## src/rtl/spi_flash_reader_pkg.sv

```systemverilog
// Shared definitions for the SPI flash reader: FSM state encoding and the
// fixed framing of a single-lane READ transaction.
package spi_flash_reader_pkg;

   typedef enum logic [2:0] {
      IDLE,
      CMD,
      ADDR,
      DATA,
      CSWAIT,
      DONE
   } state_e;

   localparam logic [7:0] CMD_READ  = 8'h03;
   localparam int         ADDR_BITS = 24;
   // Command byte plus address, shifted out as one 32-bit word.
   localparam int         HDR_BITS  = 8 + ADDR_BITS;

endpackage

```

## src/rtl/spi_sck_gen.sv

```systemverilog
// SPI mode-0 serial clock generator.
// Toggles sck_o every CLK_DIV cycles while en_i is high and reports the edge it
// is about to make through single-cycle tick strobes.
//   clk_i       system clock
//   rst_i       synchronous active-high reset
//   en_i        run; when low, sck_o returns low and the divider restarts
//   freeze_i    hold sck_o low (divider frozen) before the next rising edge
//   sck_o       serial clock, idles low
//   rise_tick_o sck_o goes high at the coming clk_i edge
//   fall_tick_o sck_o goes low at the coming clk_i edge
module spi_sck_gen #(
   parameter int CLK_DIV = 2
) (
   input  logic clk_i,
   input  logic rst_i,
   input  logic en_i,
   input  logic freeze_i,
   output logic sck_o,
   output logic rise_tick_o,
   output logic fall_tick_o
);

   localparam int CW = (CLK_DIV > 1) ? $clog2(CLK_DIV) : 1;

   logic [CW-1:0] cnt_q, cnt_d;
   logic          sck_q, sck_d;
   logic          hold;
   logic          tick;

   // Freezing only bites while SCK is low, so a high phase always completes
   // and the stall lands before the next rising edge.
   assign hold = freeze_i && !sck_q;
   assign tick = en_i && !hold && (cnt_q == CW'(CLK_DIV - 1));

   // NOTE: every signal written here gets a default first, so no path through
   // the block leaves it unassigned and no latch is inferred.
   always_comb begin
      cnt_d = cnt_q;
      sck_d = sck_q;
      if (!en_i) begin
         cnt_d = '0;
         sck_d = 1'b0;
      end else if (!hold) begin
         if (tick) begin
            cnt_d = '0;
            sck_d = !sck_q;
         end else begin
            cnt_d = cnt_q + 1'b1;
         end
      end
   end

   // NOTE: state registers use non-blocking assignments so every flop samples
   // the pre-edge value of its inputs regardless of statement order.
   always_ff @(posedge clk_i) begin
      if (rst_i) begin
         cnt_q <= '0;
         sck_q <= 1'b0;
      end else begin
         cnt_q <= cnt_d;
         sck_q <= sck_d;
      end
   end

   assign sck_o       = sck_q;
   assign rise_tick_o = tick && !sck_q;
   assign fall_tick_o = tick && sck_q;

endmodule

```

## src/rtl/spi_flash_reader.sv

```systemverilog
// SPI mode-0 initiator that streams bytes from a serial flash with the
// single-lane READ (0x03) command and hands them over a valid/ready stream.
// Backpressure stalls SCK low, so no byte is ever dropped.
//   wb_clk_i / wb_rst_i        system clock, synchronous active-high reset
//   start, addr, len           transfer request (honoured only when idle)
//   busy, done                 transfer in progress / one-cycle end pulse
//   data_o, data_valid,
//   data_ready                 output byte stream
//   flash_csb, flash_clk,
//   flash_io0, flash_io1       SPI pins (CS#, SCK, MOSI, MISO)
module spi_flash_reader
   import spi_flash_reader_pkg::*;
#(
   parameter int CLK_DIV   = 2,
   parameter int LEN_WIDTH = 16,
   parameter int CS_IDLE   = 4
) (
   input  logic                 wb_clk_i,
   input  logic                 wb_rst_i,
   input  logic                 start,
   input  logic [23:0]          addr,
   input  logic [LEN_WIDTH-1:0] len,
   output logic                 busy,
   output logic                 done,
   output logic [7:0]           data_o,
   output logic                 data_valid,
   input  logic                 data_ready,
   output logic                 flash_csb,
   output logic                 flash_clk,
   output logic                 flash_io0,
   input  logic                 flash_io1
);

   localparam int CSW = $clog2(CS_IDLE + 1);

   state_e               state_q, state_d;
   logic [HDR_BITS-1:0]  tx_q, tx_d;
   logic [5:0]           bit_cnt_q, bit_cnt_d;
   logic [7:0]           rx_q, rx_d;
   logic [3:0]           rx_cnt_q, rx_cnt_d;
   logic [LEN_WIDTH-1:0] rem_q, rem_d;
   logic [7:0]           data_q, data_d;
   logic                 valid_q, valid_d;
   logic                 csb_q, csb_d;
   logic                 busy_q, busy_d;
   logic                 done_q, done_d;
   logic [CSW-1:0]       cs_cnt_q, cs_cnt_d;

   logic sck, rise_tick, fall_tick;
   logic byte_full, last_full, sck_en;

   // A byte sitting complete in rx_q holds SCK low until it can move out.
   assign byte_full = (rx_cnt_q == 4'd8);
   assign last_full = byte_full && (rem_q == LEN_WIDTH'(1));
   // Once the last byte is in, SCK parks low in the same edge that raises csb.
   assign sck_en    = (state_q inside {CMD, ADDR, DATA}) && !csb_q && !last_full;

   spi_sck_gen #(
      .CLK_DIV (CLK_DIV)
   ) u_sck_gen (
      .clk_i       (wb_clk_i),
      .rst_i       (wb_rst_i),
      .en_i        (sck_en),
      .freeze_i    (byte_full),
      .sck_o       (sck),
      .rise_tick_o (rise_tick),
      .fall_tick_o (fall_tick)
   );

   always_comb begin
      state_d   = state_q;
      tx_d      = tx_q;
      bit_cnt_d = bit_cnt_q;
      rx_d      = rx_q;
      rx_cnt_d  = rx_cnt_q;
      rem_d     = rem_q;
      data_d    = data_q;
      valid_d   = valid_q;
      csb_d     = csb_q;
      busy_d    = busy_q;
      done_d    = (state_q == DONE);
      cs_cnt_d  = cs_cnt_q;

      // MOSI advances on falling edges; zeros fill in behind, so io0 is
      // already low when the data phase begins.
      if (fall_tick) begin
         tx_d = {tx_q[HDR_BITS-2:0], 1'b0};
      end

      unique case (state_q)
         IDLE: begin
            if (start) begin
               busy_d = 1'b1;
               if (len != '0) begin
                  state_d   = CMD;
                  tx_d      = {CMD_READ, addr};
                  rem_d     = len;
                  bit_cnt_d = '0;
                  rx_cnt_d  = '0;
                  csb_d     = 1'b0;
               end else begin
                  state_d = DONE;
               end
            end
         end
         CMD: begin
            if (rise_tick) begin
               bit_cnt_d = bit_cnt_q + 6'd1;
               if (bit_cnt_q == 6'd7) begin
                  state_d = ADDR;
               end
            end
         end
         ADDR: begin
            if (rise_tick) begin
               bit_cnt_d = bit_cnt_q + 6'd1;
            end
            // Switch after the falling edge that follows the 32nd rise, so the
            // flash has shifted out its first data bit.
            if (fall_tick && bit_cnt_q == 6'(HDR_BITS)) begin
               state_d = DATA;
            end
         end
         DATA: begin
            if (rise_tick) begin
               rx_d     = {rx_q[6:0], flash_io1};
               rx_cnt_d = rx_cnt_q + 4'd1;
            end
            if (last_full) begin
               csb_d = 1'b1;
            end
            if (rem_q == '0 && !valid_q) begin
               state_d  = CSWAIT;
               cs_cnt_d = '0;
            end
         end
         CSWAIT: begin
            if (cs_cnt_q == CSW'(CS_IDLE - 1)) begin
               state_d = DONE;
            end else begin
               cs_cnt_d = cs_cnt_q + 1'b1;
            end
         end
         DONE: begin
            busy_d  = 1'b0;
            state_d = IDLE;
         end
         default: state_d = IDLE;
      endcase

      // Output stage: a consumed byte clears valid, but a byte completing in
      // the same cycle replaces it and keeps valid high.
      if (valid_q && data_ready) begin
         valid_d = 1'b0;
      end
      if (byte_full && (!valid_q || data_ready)) begin
         data_d   = rx_q;
         valid_d  = 1'b1;
         rx_cnt_d = '0;
         rem_d    = rem_q - 1'b1;
      end
   end

   always_ff @(posedge wb_clk_i) begin
      if (wb_rst_i) begin
         state_q   <= IDLE;
         tx_q      <= '0;
         bit_cnt_q <= '0;
         rx_q      <= '0;
         rx_cnt_q  <= '0;
         rem_q     <= '0;
         data_q    <= '0;
         valid_q   <= 1'b0;
         csb_q     <= 1'b1;
         busy_q    <= 1'b0;
         done_q    <= 1'b0;
         cs_cnt_q  <= '0;
      end else begin
         state_q   <= state_d;
         tx_q      <= tx_d;
         bit_cnt_q <= bit_cnt_d;
         rx_q      <= rx_d;
         rx_cnt_q  <= rx_cnt_d;
         rem_q     <= rem_d;
         data_q    <= data_d;
         valid_q   <= valid_d;
         csb_q     <= csb_d;
         busy_q    <= busy_d;
         done_q    <= done_d;
         cs_cnt_q  <= cs_cnt_d;
      end
   end

   assign busy       = busy_q;
   assign done       = done_q;
   assign data_o     = data_q;
   assign data_valid = valid_q;
   assign flash_csb  = csb_q;
   assign flash_clk  = sck;
   assign flash_io0  = tx_q[HDR_BITS-1];

endmodule

```

## config.mk

```make
export PLATFORM = sky130hd
export DESIGN_NAME = spi_flash_reader
export DESIGN_NICKNAME = d
export VERILOG_FILES = /design/src/rtl/spi_flash_reader_pkg.sv /design/src/rtl/spi_sck_gen.sv /design/src/rtl/spi_flash_reader.sv
export SDC_FILE = /design/constraint.sdc
export NUM_CORES = 1
export LEC_CHECK = 0
export ABC_AREA = 1
export BUFFER_PORTS_ARGS = -buffer_cell sky130_fd_sc_hd__buf_4
export CORE_UTILIZATION = 46
export CTS_CLUSTER_SIZE = 10
export DETAILED_ROUTE_END_ITERATION = 8
export GPL_ROUTABILITY_DRIVEN = 1
export GPL_TIMING_DRIVEN = 0
export HOLD_SLACK_MARGIN = 0.15
export PLACE_DENSITY_LB_ADDON = 0.2
export RECOVER_POWER = 100
export SYNTH_ARGS = -nofsm -noshare
export SYNTH_HDL_FRONTEND = slang
export SYNTH_SLANG_ARGS = --single-unit
```

## constraint.sdc

```tcl
create_clock -name wb_clk_i -period 2.05 [get_ports wb_clk_i]
set_input_delay 0.3075 -clock wb_clk_i [delete_from_list [all_inputs] [get_ports wb_clk_i]]
set_output_delay 0.3075 -clock wb_clk_i [all_outputs]
set_load 0.01 [all_outputs]
```

==> run_results.csv, run 1 <==
group,metric,value,unit
run_status,status,"completed",
final_layout,fin_nets,709,
grt,grt_pass1_vias,3729,
synth,yosysSeqAreaShare,41.2,%
synth,syn_inst,585,
worst_setup_path,critPathSlowestCell,"dfxtp_1",
worst_setup_path,critical_path_class,"register to register",
final_layout,antenna_cells,0,
sta,rsz0062_at_grt,"false",
min_path,min_path_cells,3,
worst_setup_path,critical_path_buf_inv_count,3,
clock_network,cts_buffer_depth,2,
clock_network,root_buffer,"clkbuf_8",
placement,hpwlAfterDp,7530,um
drt,drc,0,
synth,yosysUniqueCellTypes,40,
clock_network,post_cts_buffers,0,
final_layout,seqCellArea,1720,um2
clock_network,clock_latency,360,ps
final_layout,syn_to_final_growth,16.8,%
power,pwr-share-seq,42.1,%
worst_setup_path,crit_required,2340,ps
worst_setup_path,critical_path.top_delay_family,"simple AND/OR/NAND/NOR gates",
worst_setup_path,arrival,2190,ps
synth,ys_warn_count,0,
clock_network,cts_max_level,3,
die,initial_utilization,47.7,%
power,leakage,2.05,nW
final_layout,multi_input_area,2110,um2
clock_network,clock_sinks,86,
worst_setup_path,setup.worst_path.start_class,"register",
placement,pre_cts_slack,171,ps
drt,wirelength,10300,um
final_layout,nFillCells,877,
worst_setup_path,crit_chain,"nor2_1 > nand2_2 > inv_2 > nand2_1 > nor2_4 > buf_4 > buf_4 > a21oi_1 > a21oi_1",
power,swShare,37.8,%
sta,slew_headroom,57.3,%
grt,grt_max_degree,16,
sta,setup_viol,0,
drt,ant_nets,0,
die,pin_count,59,
power,ir_drop,0.000442,V
sta,post-route-period-util,92.7,%
clock_network,clk_pin_slew_worst_paths,90,ps
grt,grt_overflow,0,
drt,drt_iter0_markers,156,
sta,worst_slack,149,ps
power,intPower,3.13,mW
synth,synth_seq_cells,86,
sta,hold_viol_final,0,
power,pwr-share-clk,24.2,%
sta,tightestPinTransition,640,ps
synth,avgSynthCellArea,7.15,um2
worst_setup_path,cp_max_fo,10,
sta,skew,7.87,ps
die,rows,34,
sta,drv_slew,0,
power,pwr-share-comb,33.7,%
die,die_h,97.3,um
worst_setup_path,r2r_cells,9,
drt,firstDrtPassIters,4,
worst_setup_path,cp-end-kind,"register",
power,finalPower,5.03,mW
clock_network,cts_buffers,9,
grt,grtUsageTotal,22.4,%
drt,wl_per_cell,13.4,um
clock_network,cts_tree,"done",
placement,dp_cells,751,
drt,num_vias,4020,
power,powerDensity,1030,nW/um2
final_layout,drive_above_1_share,14.9,%
die,die_w,97.3,um
grt,grt_pass1_wl,17200,um
power,power_switching,1.90,mW
placement,routabilityCongestion,0.866,
run,maxCapViolCount,0,
worst_setup_path,cp.depth,9,
sta,period_minus_slack,1900,ps
min_path,hold_path.class,"input port to register",
synth,syn_area,4180,um2
die,die_area,9480,um2
grt,antenna_found_initial,0,
drt,vias_per_cell,5.24,
sta,tns,0,ps
final_layout,stdcell_count,767,
placement,portBuffers,58,
sta,holdWs,209,ps
sta,fmax,526,MHz
worst_setup_path,slowest_delay,370,ps
synth,synth_nets,639,
die,core_area,8760,um2
synth_stat cells:
cell        n  area (um2)
buf_4       8        60.1
nand4_1     4        25.0
or2_1       1        6.26
o21bai_4    1        18.8
nand3_4     1        17.5
dfxtp_1    86        1720
nor2_1     86         323
a21oi_1    81         405
a211oi_1    2        15.0
nand2_4     2        22.5
nand3b_1    1        7.51
nand2_1   103         387
clkbuf_1   10        37.5
nand4_2     1        12.5
a21boi_0    1        7.51
o211ai_1    1        7.51
o21ai_1     3        15.0
inv_1      44         165
a31oi_1     3        18.8
buf_6       2        22.5
nor2_4      2        22.5
o21a_1      2        15.0
o31ai_1     1        7.51
nor3_4      1        16.3
nand4_4     1        21.3
buf_2       3        15.0
nand3_2     1        10.0
and3_1      1        6.26
buf_1       1        3.75
ha_1        9         113
a31o_2      1        8.76
nor2_2      8        50.1
o21ai_0    60         300
nand2_2     4        25.0
nor4_1      2        12.5
nand3_1    23         115
inv_2       6        22.5
nor3_1      9        45.0
xor2_1      8        70.1
o22ai_1     1        6.26
layout by cell type, fill, tap and decap left out, types with 4 or more instances in the layout:
cell	Yosys	layout
nand3_1	23	24
dfxtp_1	86	86
buf_4	8	51
nor3_1	9	9
nor2_1	86	89
nor2_2	8	5
a21oi_1	81	81
inv_1	44	45
ha_1	9	9
xor2_1	8	8
inv_2	6	4
clkbuf_1	10	22
clkbuf_8	0	9
nand2_2	4	5
nand2_1	103	103
nand4_1	4	4
o21ai_0	60	60
cell families after synthesis:
logic type | synth area share, %
AND/OR/NAND/NOR | 26.9
flip-flops | 41.2
adder cells (fa/ha/maj) | 2.69
buffers and inverters | 7.81
AO/OA/AOI/OAI | 19.7
XOR/XNOR | 1.68
worst min-delay path: stages:
cell and delay [ps]:
buf_4 80, o21ai_0 70, nor2_1 80
final cells by class:
| class | count | area share [%] |
|---|---|---|
| clock inverters | 6 | 1.46 |
| clock buffers | 9 | 2.54 |
| multi-input cells | 425 | 43.2 |
| plain buffers | 24 | 2.89 |
| repair buffers | 59 | 8.04 |
| well taps | 108 | 2.77 |
| inverters | 50 | 3.89 |
| flip-flops and latches | 86 | 35.2 |
metrics by stage:
| stage | utilization [%] | area [um2] |
|---|---|---|
| floorplan | - | 4180 |
| global placement | 54.2 | 4750 |
| detailed placement | 54.2 | 4750 |
| CTS | 56.6 | 4960 |
| global route | 55.7 | 4880 |
| finish | 55.7 | 4880 |
sequential cells by signal (all words and copies together) (netlist names):
signal,count
tx_q,32
rem_q,16
data_o,8
rx_q,8
bit_cnt_q,6
rx_cnt_q,4
cs_cnt_q,3
state_q,3
busy,1
data_valid,1
done,1
flash_csb,1
u_sck_gen.cnt_q,1
u_sck_gen.sck_o,1
path summary, 6_finish.rpt:
path | end | start | slack (ps)
worst max-delay path | tx_q[18]$_SDFF_PP0_ | state_q[0]$_SDFFE_PP0P_ | 150
worst min-delay path | rx_q[0]$_SDFFE_PP0P_ | flash_io1 | 210
worst min register to register | tx_q[30]$_SDFF_PP0_ | tx_q[29]$_SDFF_PP0_ | 450
worst max register to register | tx_q[18]$_SDFF_PP0_ | state_q[0]$_SDFFE_PP0P_ | 150
repair_timing:
item,CTS,global route
gates resized for setup,0,10
hold endpoints to repair,1,0
setup endpoints to repair,0,36
hold buffers,1,0
layer usage:
layer	routed length (um)	GRT usage (%)
met1	4690	27.6
met2	4950	38.7
met3	441	5.11
met4	170	7.35
met5	0	0
power groups by stage:
stage | Sequential (mW) | Combinational (mW) | Clock (mW)
finish | 2.12 | 1.70 | 1.22
global route | 2.15 | 1.92 | 1.29
CTS | 2.12 | 1.73 | 1.24
detailed placement | 2.16 | 1.72 | 0
global placement | 2.15 | 1.67 | 0
floorplan | 2.12 | 1.31 | 0
No activity file was read; power rests on OpenSTA's default activity.
==> run 2: changes to the inputs <==
- ABC_AREA: 1 -> unset
==> run_results.csv, run 2 <==
group,metric,value,unit
run_status,status,"completed",
grt,grt_pass1_wl,15600,um
final_layout,syn_to_final_growth,21.5,%
clock_network,clock_latency,350,ps
grt,grtUsageTotal,21.8,%
power,leakage,2.07,nW
clock_network,cts_tree,"done",
synth,yosysUniqueCellTypes,56,
synth,syn_area,4100,um2
synth,ys_warn_count,0,
drt,wirelength_met1,4700,um
synth,synth_top_cell_by_area,"dfxtp_1",
sta,tns,0,ps
worst_setup_path,critical_path_buf_inv_count,1,
final_layout,final_cell_mix,"dfxtp_1 (84), nor2_1 (61), buf_4 (57), nand2_1 (47), mux2i_1 (33)",
final_layout,reg_top3,"tx_q: 32 flops, rem_q: 16 flops",
sta,skew,10.7,ps
sta,worst_slack,46.7,ps
synth,yosys_most_used_dff,"dfxtp_1",
sta,tightestPinTransition,623,ps
final_layout,stdcell_count,659,
drt,wirelength,9820,um
final_layout,fin_util,57.4,%
synth,yosys-top-cells-area,"dfxtp_1 (42%), mux2i_1 (8.3%), nor2_1 (6.0%)",
synth,yosysMostFrequentCell,"dfxtp_1",
placement,dp_cells,633,
sta,post-route-period-util,97.7,%
clock_network,cts_buffers,9,
grt,grt_overflow,0,
drt,highest_layer,"met4",
drt,wl_per_cell,14.9,um
die,die_area,9290,um2
clock_network,cts_hold_buffers,0,
drt,drc,0,
worst_setup_path,critical_path.top_delay_family,"simple AND/OR/NAND/NOR gates",
die,rows,34,
final_layout,fin_area,4980,um2
sta,drv_slew,0,
clock_network,cts_max_level,3,
worst_setup_path,crit_required,2280,ps
grt,grt_pass1_vias,3361,
clock_network,root_buffer,"clkbuf_8",
worst_setup_path,arrival,2230,ps
sta,holdWs,200,ps
final_layout,drive_above_1_share,19.8,%
die,initial_utilization,47.2,%
drt,wl_met2,4690,um
synth,synth_seq_cells,86,
synth,netlist.area_leader.share,42.0,%
die,die_h,96.4,um
placement,pre_cts_slack,-456,ps
sta,period_minus_slack,2000,ps
drt,wl_met3,369,um
power,ir_drop,0.000383,V
sta,setup_viol,0,
worst_setup_path,setup.worst_path.start_class,"register",
synth,yosysSeqAreaShare,42.0,%
power,powerDensity,980,nW/um2
worst_setup_path,critical_path_class,"register to register",
power,finalPower,4.88,mW
final_layout,fin_nets,600,
final_layout,antenna_cells,0,
synth,synth_edf_count,0,
synth,avgSynthCellArea,8.78,um2
drt,firstDrtPassIters,4,
worst_setup_path,crit_chain,"nor3_4 > nand4_1 > clkbuf_1 > o41ai_2 > mux2i_1 > nor2_1",
drt,num_vias,3586,
worst_setup_path,cp_max_fo,6,
placement,routabilityCongestion,0.925,
min_path,hold_path.class,"input port to register",
synth,ys_async_sr_fraction,0,%
die,die_w,96.4,um
synth,synthTopCellsByCount,"dfxtp_1 (86), nor2_1 (65), nand2_1 (48), mux2i_1 (34), a21oi_1 (32)",
sta,hold_viol_final,0,
die,pin_count,59,
die,core_area,8680,um2
drt,vias_per_cell,5.44,
grt,antenna_found_initial,0,
placement,place_area,4670,um2
final_layout,largest_register_ffs,32,
final_layout,nFillCells,826,
sta,rsz0062_at_grt,"true",
synth,syn_inst,467,
worst_setup_path,critPathSlowestCell,"o41ai_2",
placement,portBuffers,58,
worst_setup_path,slowest_delay,460,ps
grt,grt_max_degree,15,
final_layout,top_register,"tx_q",
sta,fmax,499,MHz
drt,ant_nets,0,
clock_network,clk_pin_slew_worst_paths,90,ps
run,maxCapViolCount,0,
worst_setup_path,cp-end-kind,"register",
final_layout,mostFrequentLayoutCell,"dfxtp_1",
synth,synth_nets,521,
drt,drt_iter0_markers,201,
clock_network,clock_sinks,86,
placement,hpwlAfterDp,7070,um
clock_network,cts_buffer_depth,2,
sta,slew_headroom,58.5,%
==> run 2: area by class of cell <==
type                       instances  area (um2)  area share [%]
timing repair buffer              71         489            9.83
buffer                            26         164            3.29
inverter                          10        37.5           0.754
tap                              108         135            2.71
clock buffer                      12         135            2.71
sequential                        86        1720            34.6
multi-input combinational        342        2260            45.4
clock inverter                     4        32.5           0.653
==> run 2: cell families after synthesis <==
| family | Yosys count | synth area share [%] |
|---|---|---|
| fa+ha+maj | 9 | 2.75 |
| simple gates | 197 | 24.4 |
| mux | 34 | 8.30 |
| flops | 86 | 42.0 |
| xor+xnor | 13 | 2.78 |
| buf+inv | 39 | 4.55 |
| compound gates | 89 | 15.2 |
==> run 2: report_power, final <==
part           internal (mW)  total (mW)  switching [mW]  leakage, nW
Combinational          0.767        1.64           0.876         1.29
Clock                  0.449        1.06           0.611       0.0772
Sequential              1.93        2.18           0.246        0.704
==> run 2: path summary, 6_finish.rpt <==
check	startpoint	to	slack [ps]	cells after the start
worst max-delay path	rem_q[4]$_SDFFE_PP0P_	cs_cnt_q[1]$_SDFFE_PP0P_	50	6
worst max register to register	rem_q[4]$_SDFFE_PP0P_	cs_cnt_q[1]$_SDFFE_PP0P_	50	6
worst min-delay path	flash_io1	rx_q[0]$_SDFFE_PP0P_	200	3
worst min register to register	data_o[5]$_SDFFE_PP0P_	data_o[5]$_SDFFE_PP0P_	460	2
==> run 2: worst min-delay path, cell delays in order <==
cell and delay, ps:
buf_4 110, nand2_1 40, a21oi_1 50
==> run 2: layer usage <==
metal | global-route usage [%] | vias to the layer above
met5 | 0 | -
met4 | 6.25 | 0
met3 | 3.60 | 6
met2 | 36.9 | 63
met1 | 28.5 | 1688
li1 | - | 1829
==> run 2: repair_timing <==
item                                    in CTS  in global routing
endpoints found under the setup margin      49                 60
pin swaps                                    3                  8
setup buffers                                5                  8
resized for setup                            7                 31
==> run 3: changes to the inputs <==
- CORE_MARGIN: unset -> 2
- clock period: 2.05 -> 2.47 ns (I/O delays scaled with it)
==> run_results.csv, run 3 (same netlist as run 2, synthesis figures left out) <==
group,metric,value,unit
sta,fmax,430,MHz
drt,vias_per_cell,5.46,
grt,grt_pass1_vias,3475,
final_layout,top_register,"tx_q",
power,powerDensity,840,nW/um2
worst_setup_path,cp-end-kind,"register",
drt,firstDrtPassIters,4,
clock_network,clock_sinks,86,
drt,num_vias,3546,
sta,period_minus_slack,2330,ps
die,pin_count,59,
run,maxCapViolCount,0,
clock_network,cts_resized,0,
sta,tns,0,ps
worst_setup_path,setup.worst_path.start_class,"register",
die,core_area,8680,um2
final_layout,mostFrequentLayoutCell,"dfxtp_1",
worst_setup_path,crit_required,2690,ps
min_path,hold_path.class,"input port to register",
sta,hold_viol_final,0,
clock_network,cts_tree,"done",
grt,grt_max_degree,16,
power,swShare,34.1,%
power,power_switching,1.38,mW
power,leakage,2.01,nW
final_layout,fin_util,55.6,%
final_layout,syn_to_final_growth,17.7,%
placement,routabilityCongestion,0.852,
power,ir_drop,0.000299,V
sta,setup_viol,0,
sta,slew_headroom,45.4,%
drt,wirelength,9630,um
sta,tightestPinTransition,809,ps
worst_setup_path,cp_max_fo,10,
sta,rsz0062_at_grt,"false",
clock_network,cts_max_level,3,
clock_network,root_buffer,"clkbuf_8",
clock_network,cts_buffers,9,
worst_setup_path,arrival,2550,ps
clock_network,clock_latency,360,ps
power,pwr-share-comb,28.2,%
clock_network,cts_hold_buffers,0,
grt,grtUsageTotal,20.5,%
die,initial_utilization,47.2,%
clock_network,clk_pin_slew_worst_paths,90,ps
final_layout,drive_above_1_share,13.9,%
drt,drt_iter0_markers,158,
final_layout,largest_register_ffs,32,
die,die_h,98.4,um
grt,antenna_found_initial,0,
final_layout,reg_top3,"tx_q: 32 flops, rem_q: 16 flops",
placement,hpwlAfterDp,7090,um
drt,ant_nets,0,
drt,drc,0,
run_status,status,"completed",
final_layout,fin_nets,590,
sta,post-route-period-util,94.2,%
power,pwr-share-seq,43.8,%
power,pwr-share-clk,28.0,%
placement,portBuffers,58,
die,die_w,98.4,um
grt,grt_overflow,0,
sta,skew,8.89,ps
grt,grt_pass1_wl,16200,um
final_layout,antenna_cells,0,
die,die_area,9680,um2
worst_setup_path,critical_path_class,"register to register",
drt,wl_per_cell,14.8,um
die,rows,34,
clock_network,cts_buffer_depth,2,
power,intPower,2.67,mW
clock_network,post_cts_buffers,0,
sta,drv_slew,0,
final_layout,final_cell_mix,"dfxtp_1 (86), nor2_1 (65), nand2_1 (48), buf_4 (43), clkbuf_1 (37)",
[run 3: cell types whose count changed in the layout (fill, tap and decap cells not counted), moves of 3 or more]
cell,before,now
a211oi_1,24,28
a211oi_2,4,0
buf_4,57,43
clkbuf_1,31,37
clkbuf_2,3,0
nor2_1,61,65
nor2_2,4,0
[run 3: critical path, cell delays in order, from the launching register on]
cell,delay [ps]
dfxtp_1,360
inv_1,80
ha_1,210
and3b_1,170
clkbuf_1,180
and2_4,200
or3_1,360
buf_2,190
buf_2,210
nand4b_1,110
o311ai_0,130
[run 3: final cells by class]
cell class	instances	area, um2
Buffer	29	148
Clock buffer	10	138
Clock inverter	6	92.6
Fill cell	841	3850
Inverter	10	37.5
Multi-Input combinational cell	342	2180
Sequential cell	86	1720
Tap cell	108	135
Timing Repair Buffer	58	375
[run 3: layer usage]
metal,wire length (um),vias to the layer above,GRT usage (%),part of all wire (%)
met3,485,10,4.58,5.0
met1,4590,1651,27.7,48
li1,-,1812,-,-
met5,0,-,0,0
met4,138,0,6.43,1.4
met2,4420,73,33.0,46
[run 3: power groups by stage]
stage	Sequential [mW]	Clock, mW	Combinational [mW]
finish	1.78	1.13	1.14
global route	1.81	1.21	1.27
CTS	1.78	1.15	1.16
detailed placement	1.81	0	1.15
global placement	1.80	0	1.13
floorplan	1.76	0	0.862
[run 3: path summary, 6_finish.rpt]
check / from / to / slack (ps) / depth (start not counted)
min reg2reg: data_o[6]$_SDFFE_PP0P_ / data_o[6]$_SDFFE_PP0P_ / 460 / 2
min: addr[0] / tx_q[0]$_SDFF_PP0_ / 250 / 3
max reg2reg: rx_cnt_q[0]$_SDFFE_PP0P_ / rem_q[11]$_SDFFE_PP0P_ / 140 / 10
max: rx_cnt_q[0]$_SDFFE_PP0P_ / rem_q[11]$_SDFFE_PP0P_ / 140 / 10
[run 3: through the flow]
step                      setup slack, ps  area (um2)  cells  hold WS [ps]  total power, mW
after floorplan                       428        4100    467           432             2.63
after global placement              -81.4        4670    633           444             2.93
after detailed placement            -75.6        4670    633           445             2.96
after CTS                             150        4900    649           239             4.09
after global routing                 22.1        4820    649           258             4.29
final                                 144        4820    649           254             4.05
